$ cat config.mk
export PLATFORM = sky130hd
export DESIGN_NAME = ram8x72_fifo_ctrl_flat
export DESIGN_NICKNAME = d
export VERILOG_FILES = /design/src/rtl/ram8x72_fifo_ctrl_if.sv /design/src/rtl/ram8x72_fifo_ctrl.sv /design/src/flat_wrapper.sv
export SDC_FILE = /design/constraint.sdc
export NUM_CORES = 1
export LEC_CHECK = 0
export CELL_PAD_IN_SITES_DETAIL_PLACEMENT = 1
export CELL_PAD_IN_SITES_GLOBAL_PLACEMENT = 2
export CORE_MARGIN = 3
export CORE_UTILIZATION = 19
export DETAILED_ROUTE_END_ITERATION = 10
export GPL_TIMING_DRIVEN = 1
export PLACE_DENSITY = 0.87
export SLEW_MARGIN = 20
export SYNTH_ARGS = -nofsm -noshare
export SYNTH_HDL_FRONTEND = slang
export SYNTH_SLANG_ARGS = --single-unit
$ cat constraint.sdc
create_clock -name clk -period 3.4 [get_ports clk]
set_clock_uncertainty 0.2 [all_clocks]
set_input_delay 0.34 -clock clk [delete_from_list [all_inputs] [get_ports clk]]
set_output_delay 0.34 -clock clk [all_outputs]
set_load 0.02 [all_outputs]
$ cat src/rtl/ram8x72_fifo_ctrl_if.sv
// Push/pop handshake bundle for the 8x72 FIFO controller.
// master = producer/consumer side, slave = controller side.
interface ram8x72_fifo_ctrl_if;
  logic        in_valid;
  logic        in_ready;
  logic [71:0] in_data;
  logic        out_valid;
  logic        out_ready;
  logic [71:0] out_data;

  modport master (
    output in_valid,
    output in_data,
    output out_ready,
    input  in_ready,
    input  out_valid,
    input  out_data
  );

  modport slave (
    input  in_valid,
    input  in_data,
    input  out_ready,
    output in_ready,
    output out_valid,
    output out_data
  );
endinterface

$ cat src/rtl/ram8x72_fifo_ctrl.sv
// First-word-fall-through FIFO controller in front of an external 8x72 single-port RAM.
// Capacity is 9 words: 8 in RAM plus the registered head word.
module ram8x72_fifo_ctrl (
  input  logic                      clk,
  input  logic                      rst_n,
  ram8x72_fifo_ctrl_if.slave        bus,
  output logic [2:0]                ram_addr,
  output logic                      ram_wr_n,
  output logic [71:0]               ram_wdata,
  input  logic [71:0]               ram_rdata,
  output logic [3:0]                count,
  output logic                      full,
  output logic                      empty
);

  localparam logic [1:0] OP_IDLE   = 2'd0;
  localparam logic [1:0] OP_READ   = 2'd1;
  localparam logic [1:0] OP_BYPASS = 2'd2;
  localparam logic [1:0] OP_WRITE  = 2'd3;

  logic [2:0]  wr_ptr_q, wr_ptr_d;
  logic [2:0]  rd_ptr_q, rd_ptr_d;
  logic [3:0]  ram_cnt_q, ram_cnt_d;
  logic        out_valid_q, out_valid_d;
  logic [71:0] out_data_q, out_data_d;

  logic        slot_free;
  logic        ram_empty;
  logic        ram_full;
  logic        pop;
  logic [1:0]  op;

  // One RAM port: refilling the head register from RAM always wins over a write.
  always_comb begin
    pop       = out_valid_q && bus.out_ready;
    slot_free = !out_valid_q || bus.out_ready;
    ram_empty = (ram_cnt_q == 4'd0);
    ram_full  = (ram_cnt_q == 4'd8);
    op        = OP_IDLE;
    if (slot_free && !ram_empty) begin
      op = OP_READ;
    end else if (slot_free && bus.in_valid) begin
      op = OP_BYPASS;
    end else if (!slot_free && bus.in_valid && !ram_full) begin
      op = OP_WRITE;
    end
  end

  // in_ready is forced low while reset is held, even though state already reads empty.
  always_comb begin
    ram_addr      = (op == OP_WRITE) ? wr_ptr_q : rd_ptr_q;
    ram_wr_n      = !(rst_n && (op == OP_WRITE));
    ram_wdata     = bus.in_data;
    bus.in_ready  = rst_n && (op != OP_READ) && (slot_free || !ram_full);
    bus.out_valid = out_valid_q;
    bus.out_data  = out_data_q;
    count         = ram_cnt_q + {3'b000, out_valid_q};
    full          = (count == 4'd9);
    empty         = (count == 4'd0);
  end

  always_comb begin
    wr_ptr_d    = wr_ptr_q;
    rd_ptr_d    = rd_ptr_q;
    ram_cnt_d   = ram_cnt_q;
    out_valid_d = out_valid_q;
    out_data_d  = out_data_q;
    if (pop) begin
      out_valid_d = 1'b0;
    end
    case (op)
      OP_READ: begin
        out_data_d  = ram_rdata;
        out_valid_d = 1'b1;
        rd_ptr_d    = rd_ptr_q + 3'd1;
        ram_cnt_d   = ram_cnt_q - 4'd1;
      end
      OP_BYPASS: begin
        out_data_d  = bus.in_data;
        out_valid_d = 1'b1;
      end
      OP_WRITE: begin
        wr_ptr_d  = wr_ptr_q + 3'd1;
        ram_cnt_d = ram_cnt_q + 4'd1;
      end
      default: begin
      end
    endcase
  end

  always_ff @(posedge clk or negedge rst_n) begin
    if (!rst_n) begin
      wr_ptr_q    <= 3'd0;
      rd_ptr_q    <= 3'd0;
      ram_cnt_q   <= 4'd0;
      out_valid_q <= 1'b0;
      out_data_q  <= 72'd0;
    end else begin
      wr_ptr_q    <= wr_ptr_d;
      rd_ptr_q    <= rd_ptr_d;
      ram_cnt_q   <= ram_cnt_d;
      out_valid_q <= out_valid_d;
      out_data_q  <= out_data_d;
    end
  end

endmodule

$ cat src/flat_wrapper.sv
// flat-port wrapper written by rule: the top's interface ports become plain ports
module ram8x72_fifo_ctrl_flat 
  (clk, rst_n, ram_addr, ram_wr_n, ram_wdata, ram_rdata, count, full, empty, bus_in_valid, bus_in_data, bus_out_ready, bus_in_ready, bus_out_valid, bus_out_data);
  ram8x72_fifo_ctrl_if bus_i ();
  input  logic clk;
  input  logic rst_n;
  output logic [2:0] ram_addr;
  output logic ram_wr_n;
  output logic [71:0] ram_wdata;
  input  logic [71:0] ram_rdata;
  output logic [3:0] count;
  output logic full;
  output logic empty;
  input wire logic [$bits(bus_i.in_valid)-1:0] bus_in_valid;
  input wire logic [$bits(bus_i.in_data)-1:0] bus_in_data;
  input wire logic [$bits(bus_i.out_ready)-1:0] bus_out_ready;
  output wire logic [$bits(bus_i.in_ready)-1:0] bus_in_ready;
  output wire logic [$bits(bus_i.out_valid)-1:0] bus_out_valid;
  output wire logic [$bits(bus_i.out_data)-1:0] bus_out_data;
  assign bus_i.in_valid = bus_in_valid;
  assign bus_i.in_data = bus_in_data;
  assign bus_i.out_ready = bus_out_ready;
  assign bus_in_ready = bus_i.in_ready;
  assign bus_out_valid = bus_i.out_valid;
  assign bus_out_data = bus_i.out_data;
  ram8x72_fifo_ctrl u_core (.clk(clk), .rst_n(rst_n), .bus(bus_i), .ram_addr(ram_addr), .ram_wr_n(ram_wr_n), .ram_wdata(ram_wdata), .ram_rdata(ram_rdata), .count(count), .full(full), .empty(empty));
endmodule
==> results of run 1 <==
-- kinds of logic after synthesis --
| group | synth area share |
|---|---|
| simple gates | 0.0869 |
| mux | 0.177 |
| fa+ha+maj | 0.0212 |
| flops | 0.464 |
| compound gates | 0.0855 |
| xor+xnor | 0.0176 |
| buf+inv | 0.148 |
-- cell usage in the layout, fill, tap and decap left out, types with 4 or more instances in the layout --
master and count:
buf_4 5, clkdlybuf4s50_1 302, o21ai_0 73, mux2i_1 73, clkbuf_16 9, xnor2_1 7
dfrtp_1 83, mux2_2 4, ha_1 6, nand2_1 78
-- power breakdown --
| group | switching [mW] | total [mW] | internal (mW) |
|---|---|---|---|
| logic | 1.04 | 2.08 | 1.03 |
| registers | 0.194 | 1.46 | 1.26 |
| clock network | 0.420 | 1.06 | 0.642 |
| total | 1.66 | 4.59 | 2.94 |
-- metrics by stage --
stage	power [mW]	utilization	area, sq um	hold WS (ns)	instances
floorplan	2.55	-	4480	-0.156	444
global placement	3.54	0.320	7340	0.270	970
detailed placement	3.59	0.320	7340	0.270	970
CTS	4.69	0.334	7660	0.301	986
global route	4.90	0.334	7660	0.331	986
finish	4.59	0.334	7660	0.297	986
-- state kept, by name (all words and copies together), names as in the netlist --
register / flops
u_core.ram_cnt_q: 4
u_core.bus.out_valid: 1
u_core.bus.out_data: 72
u_core.wr_ptr_q: 3
u_core.rd_ptr_q: 3
-- how the worst min path moves through the flow --
stage	start	to	slack [ns]	depth (start not counted)
2_1_floorplan	rst_n	u_core.bus.out_data[0]	-0.16	0
3_3_place_gp	rst_n	u_core.wr_ptr_q[1]	0.27	2
3_5_place_dp	rst_n	u_core.wr_ptr_q[1]	0.27	2
4_1_cts	u_core.rd_ptr_q[2]	u_core.rd_ptr_q[2]	0.30	1
5_1_grt	u_core.rd_ptr_q[2]	u_core.rd_ptr_q[2]	0.33	1
6_report	u_core.rd_ptr_q[2]	u_core.rd_ptr_q[2]	0.30	1
-- what timing repair did --
action	in CTS	in global routing
hold endpoints to repair	37	0
endpoints found under the setup margin	0	0
hold buffers	1	0
-- per-layer routing --
layer | part of all wire | wire [microns] | global-route usage | vias to the layer above
met4 | 0.012 | 189 | 0.0310 | 2
li1 | - | - | - | 1880
met1 | 0.41 | 6470 | 0.142 | 1897
met5 | 0.00082 | 13 | 0 | -
met2 | 0.50 | 7910 | 0.221 | 191
met3 | 0.082 | 1300 | 0.0440 | 15
-- cell type report --
type                       instances  area [sq um]
clock buffer                      11           233
multi-input combinational        264          1750
clock inverter                     4          76.3
sequential                        83          2080
inverter                           1          16.3
fill                            2603         15300
tap                              313           392
timing repair buffer             310          3110
-- critical path, stage by stage (launching register included) --
cell and delay (ns):
dfrtp_1 0.46, or4b_1 0.57, and3_1 0.28, clkinv_8 0.10
mux2_2 0.34, clkdlybuf4s50_1 0.54
==> results.yml, run 1 <==
clock_network:
  htree_levels: 3
  clkTransAtPathRegs_ns: 0.07
  cts_tree: "yes"
  cts-resized-gates: 0
  numCtsBuffers: 9
  clk_path_buf_depth: 2
  root_buffer: "clkbuf_16"
  postCtsSetupRepairBufs: 0
  clock_latency_ns: 0.34
  cts_sinks: 83
die:
  die_y_microns: 160
  core-area_sq_mm: 0.0229
  io_pins: 304
  chipWidth_microns: 160
  start_util: 0.195
  rows: 55
  die_area_sq_mm: 0.0254
logic_synthesis:
  synth.distinct_cells: 28
  ys.flop_type: "dfrtp_1"
  synth_top_area_frac: 0.464
  netlist_area_sq_mm: 0.00448
  netlist_instances: 444
  synth_edf_count: 0
  synth.area.top_cells: "dfrtp_1 46%, mux2i_1 16%, buf_4 12%"
  synthTopCellsByCount: "83 x dfrtp_1, 79 x nand2_1, 73 x mux2i_1, 73 x o21ai_0, 72 x buf_4"
  seq_area_frac_synth: 0.464
  postSynth.asyncResetShare: 1.00
  synth_nets: 599
  syn_area_per_cell_sq_um: 10.1
  synth_top_area_cell: "dfrtp_1"
  yosysWarnings: 0
  synth-seq-cells: 83
  synth_most_common_cell: "dfrtp_1"
critical_path:
  crit_end: "ram_addr[0]"
  regToRegStartpoint: "u_core.ram_cnt_q[2]"
  cp-start-kind: "register"
  reg2reg_depth: 8
  cp-startpoint: "u_core.ram_cnt_q[2]"
  cp.arrival_ns: 2.64
  r2r-end: "u_core.ram_cnt_q[3]"
  critPathRequiredTime_ns: 2.86
  crit_fanout: 7
  rrSetupSlack_ns: 0.76
  critPathCaptureType: "primary output"
  critPathKind: "reg2out"
job:
  cap_violations: 0
timing:
  drv_slew: 0
  worst_slack_ns: 0.221
  slew-limit-headroom: 0.549
  finalCritPeriodShare: 0.935
  fin_setup_tns_ns: 0
  final_hold_viol_count: 0
  finalCriticalPeriod_ns: 3.18
  worstMarginPinSlew_ns: 0.676
  rsz0062_at_grt: "no"
  setup_viol: 0
  fmax_mhz: 315
layout:
  drive_gt1_frac: 0.0446
  diodes: 0
  syn_to_final_growth_pct: 71.0
  final_nets: 824
drt:
  post_drt_wl_per_cell_microns: 16.1
  postRouteAntennaNets: 0
  routed_wl_microns: 15900
  vias: 3985
  initialDrtViolationCount: 108
  dr.pass1.iters: 4
  via_per_inst: 4.04
  drc: 0
place:
  dpl.hpwl_microns: 12000
  io_buffer_count: 303
  post-place-ws_ns: 0.415
  gp_congestion: 0.760
power_and_ir_drop:
  p_leak_nw: 3.36
  worst_ir_drop_vdd_uv: 291
  powerDensity_mw_per_mm2: 600
grt:
  antenna_found_initial: 1
  grt_pass1_wl_microns: 25300
  grt_usage: 0.124
  grt_overflow: 0
  grt_max_degree: 150
  grt_pass1_vias: 4396
hold_path:
  hp-class: "reg2reg"
run_status:
  status: "complete, no violations"
(Power assumes the default switching activity.)
==> run 2: changes to the inputs <==
--- a/config.mk
+++ b/config.mk
@@ -5,6 +5,7 @@
 export SDC_FILE = /design/constraint.sdc
 export NUM_CORES = 1
 export LEC_CHECK = 0
+export ABC_AREA = 0
 export CELL_PAD_IN_SITES_DETAIL_PLACEMENT = 1
 export CELL_PAD_IN_SITES_GLOBAL_PLACEMENT = 2
 export CORE_MARGIN = 3
==> results of run 2 <==
No change in the layout: final DEF, timing and power equal those of run 1.
==> run 3: changes to the inputs <==
--- a/config.mk
+++ b/config.mk
@@ -6,13 +6,13 @@
 export NUM_CORES = 1
 export LEC_CHECK = 0
 export ABC_AREA = 0
-export CELL_PAD_IN_SITES_DETAIL_PLACEMENT = 1
-export CELL_PAD_IN_SITES_GLOBAL_PLACEMENT = 2
+export CELL_PAD_IN_SITES_DETAIL_PLACEMENT = 0
+export CELL_PAD_IN_SITES_GLOBAL_PLACEMENT = 1
 export CORE_MARGIN = 3
-export CORE_UTILIZATION = 19
+export CORE_UTILIZATION = 25
 export DETAILED_ROUTE_END_ITERATION = 10
 export GPL_TIMING_DRIVEN = 1
-export PLACE_DENSITY = 0.87
+export PLACE_DENSITY = 0.88
 export SLEW_MARGIN = 20
 export SYNTH_ARGS = -nofsm -noshare
 export SYNTH_HDL_FRONTEND = slang
==> results.yml, run 3 (same netlist as run 1, synthesis figures left out) <==
timing:
  rsz0062_at_grt: "no"
  worst_slack_ns: 0.170
  drv_slew: 0
  slew-limit-headroom: 0.577
  worstMarginPinSlew_ns: 0.635
  fin_setup_tns_ns: 0
  finalCriticalPeriod_ns: 3.23
  fmax_mhz: 310
  final_hold_viol_count: 0
  setup_viol: 0
  finalCritPeriodShare: 0.950
  fin_hold_ws_ns: 0.277
power_and_ir_drop:
  powerDensity_mw_per_mm2: 598
  power.total_mw: 4.50
  worst_ir_drop_vdd_uv: 391
  p_leak_nw: 3.35
layout:
  utilization: 0.432
  drive_gt1_frac: 0.0446
  stdcell_area_sq_mm: 0.00753
  instances_no_fill: 898
  layout_commonest_cell: "clkdlybuf4s50_1"
  diodes: 0
  fillCellCount: 1739
  syn_to_final_growth_pct: 68.1
  layout_common_cells: "302 x clkdlybuf4s50_1, 83 x dfrtp_1, 78 x nand2_1"
  final_nets: 823
  largest_reg_flops: 72
place:
  post-place-ws_ns: 0.357
  placed_cell_area_sq_mm: 0.00722
  dp_cells: 881
  gp_congestion: 0.770
  io_buffer_count: 303
  dpl.hpwl_microns: 10700
die:
  chipWidth_microns: 140
  start_util: 0.257
  io_pins: 304
  core-area_sq_mm: 0.0174
  die_y_microns: 140
  die_area_sq_mm: 0.0196
  rows: 48
clock_network:
  root_buffer: "clkbuf_16"
  clk_path_buf_depth: 2
  numCtsBuffers: 9
  htree_levels: 3
  cts_sinks: 83
  clock_latency_ns: 0.34
  cts_tree: "yes"
  clkTransAtPathRegs_ns: 0.07
  postCtsSetupRepairBufs: 0
drt:
  post_drt_wl_per_cell_microns: 15.8
  dr.pass1.iters: 4
  postRouteAntennaNets: 0
  initialDrtViolationCount: 81
  vias: 3855
  routed_wl_microns: 14200
  via_per_inst: 4.29
  drc: 0
grt:
  grt_max_degree: 150
  antenna_found_initial: 0
  grt_usage: 0.141
  grt_overflow: 0
  grt_pass1_vias: 3915
  grt_pass1_wl_microns: 22000
critical_path:
  crit_fanout: 7
  critPathCaptureType: "primary output"
  cp.arrival_ns: 2.69
  critPathRequiredTime_ns: 2.86
  critPathKind: "reg2out"
  cp-start-kind: "register"
job:
  cap_violations: 0
run_status:
  status: "complete, no violations"
hold_path:
  hp-class: "reg2reg"
==> run 3: cell count changes in the layout (fill, tap and decap cells not counted) <==
| cell | previous run | this run |
|---|---|---|
| bufinv_16 | 2 | 1 |
| clkbuf_8 | 0 | 1 |
| clkinvlp_4 | 1 | 2 |
| clkinv_4 | 1 | 0 |
| buf_4 | 5 | 4 |
| clkinv_2 | 0 | 1 |
==> run 3: critical path: stages (launching register included) <==
cell             delay (ns)
dfrtp_1                0.45
or4b_1                 0.58
and3_1                 0.33
clkinv_8               0.12
mux2_2                 0.33
clkdlybuf4s50_1        0.54
==> run 3: what timing repair did <==
item,4_1_cts,5_1_grt
resized for setup,0,0
hold buffers,1,0
endpoints found under the hold margin,83,0
==> run 3: routing by layer <==
| layer | up-vias | global-route usage | share of wire |
|---|---|---|---|
| met5 | - | 0 | 0 |
| met4 | 0 | 0.0398 | 0.011 |
| met3 | 10 | 0.0457 | 0.084 |
| met2 | 186 | 0.240 | 0.48 |
| met1 | 1778 | 0.172 | 0.42 |
| li1 | 1881 | - | - |
==> run 3: layout make-up <==
type / instances / area [sq um] / share of cell area
flip-flops and latches: 83 / 2080 / 0.276
clock buffers: 12 / 246 / 0.0328
multi-input cells: 264 / 1750 / 0.233
inverters: 1 / 16.3 / 0.00216
clock inverters: 4 / 50.0 / 0.00665
well taps: 225 / 282 / 0.0374
repair buffers: 309 / 3100 / 0.412
==> run 3: path summary, 6_finish.rpt <==
path / from / endpoint / slack [ns] / depth (start not counted)
hold / removal: u_core.wr_ptr_q[2] / u_core.wr_ptr_q[2] / 0.28 / 1
setup / recovery: u_core.ram_cnt_q[2] / ram_addr[2] / 0.17 / 5
min in group asynchronous: rst_n / u_core.bus.out_data[15] / 0.43 / 3
hold reg to reg: u_core.wr_ptr_q[2] / u_core.wr_ptr_q[2] / 0.28 / 1
setup reg to reg: u_core.ram_cnt_q[2] / u_core.ram_cnt_q[3] / 0.68 / 8
max in group asynchronous: rst_n / u_core.bus.out_data[68] / 2.13 / 3
==> run 3: where the power goes <==
part           internal [mW]  switching (mW)  total, mW
Combinational           1.03            1.01       2.04
Sequential              1.26           0.195       1.46
Clock                  0.589           0.409      0.998
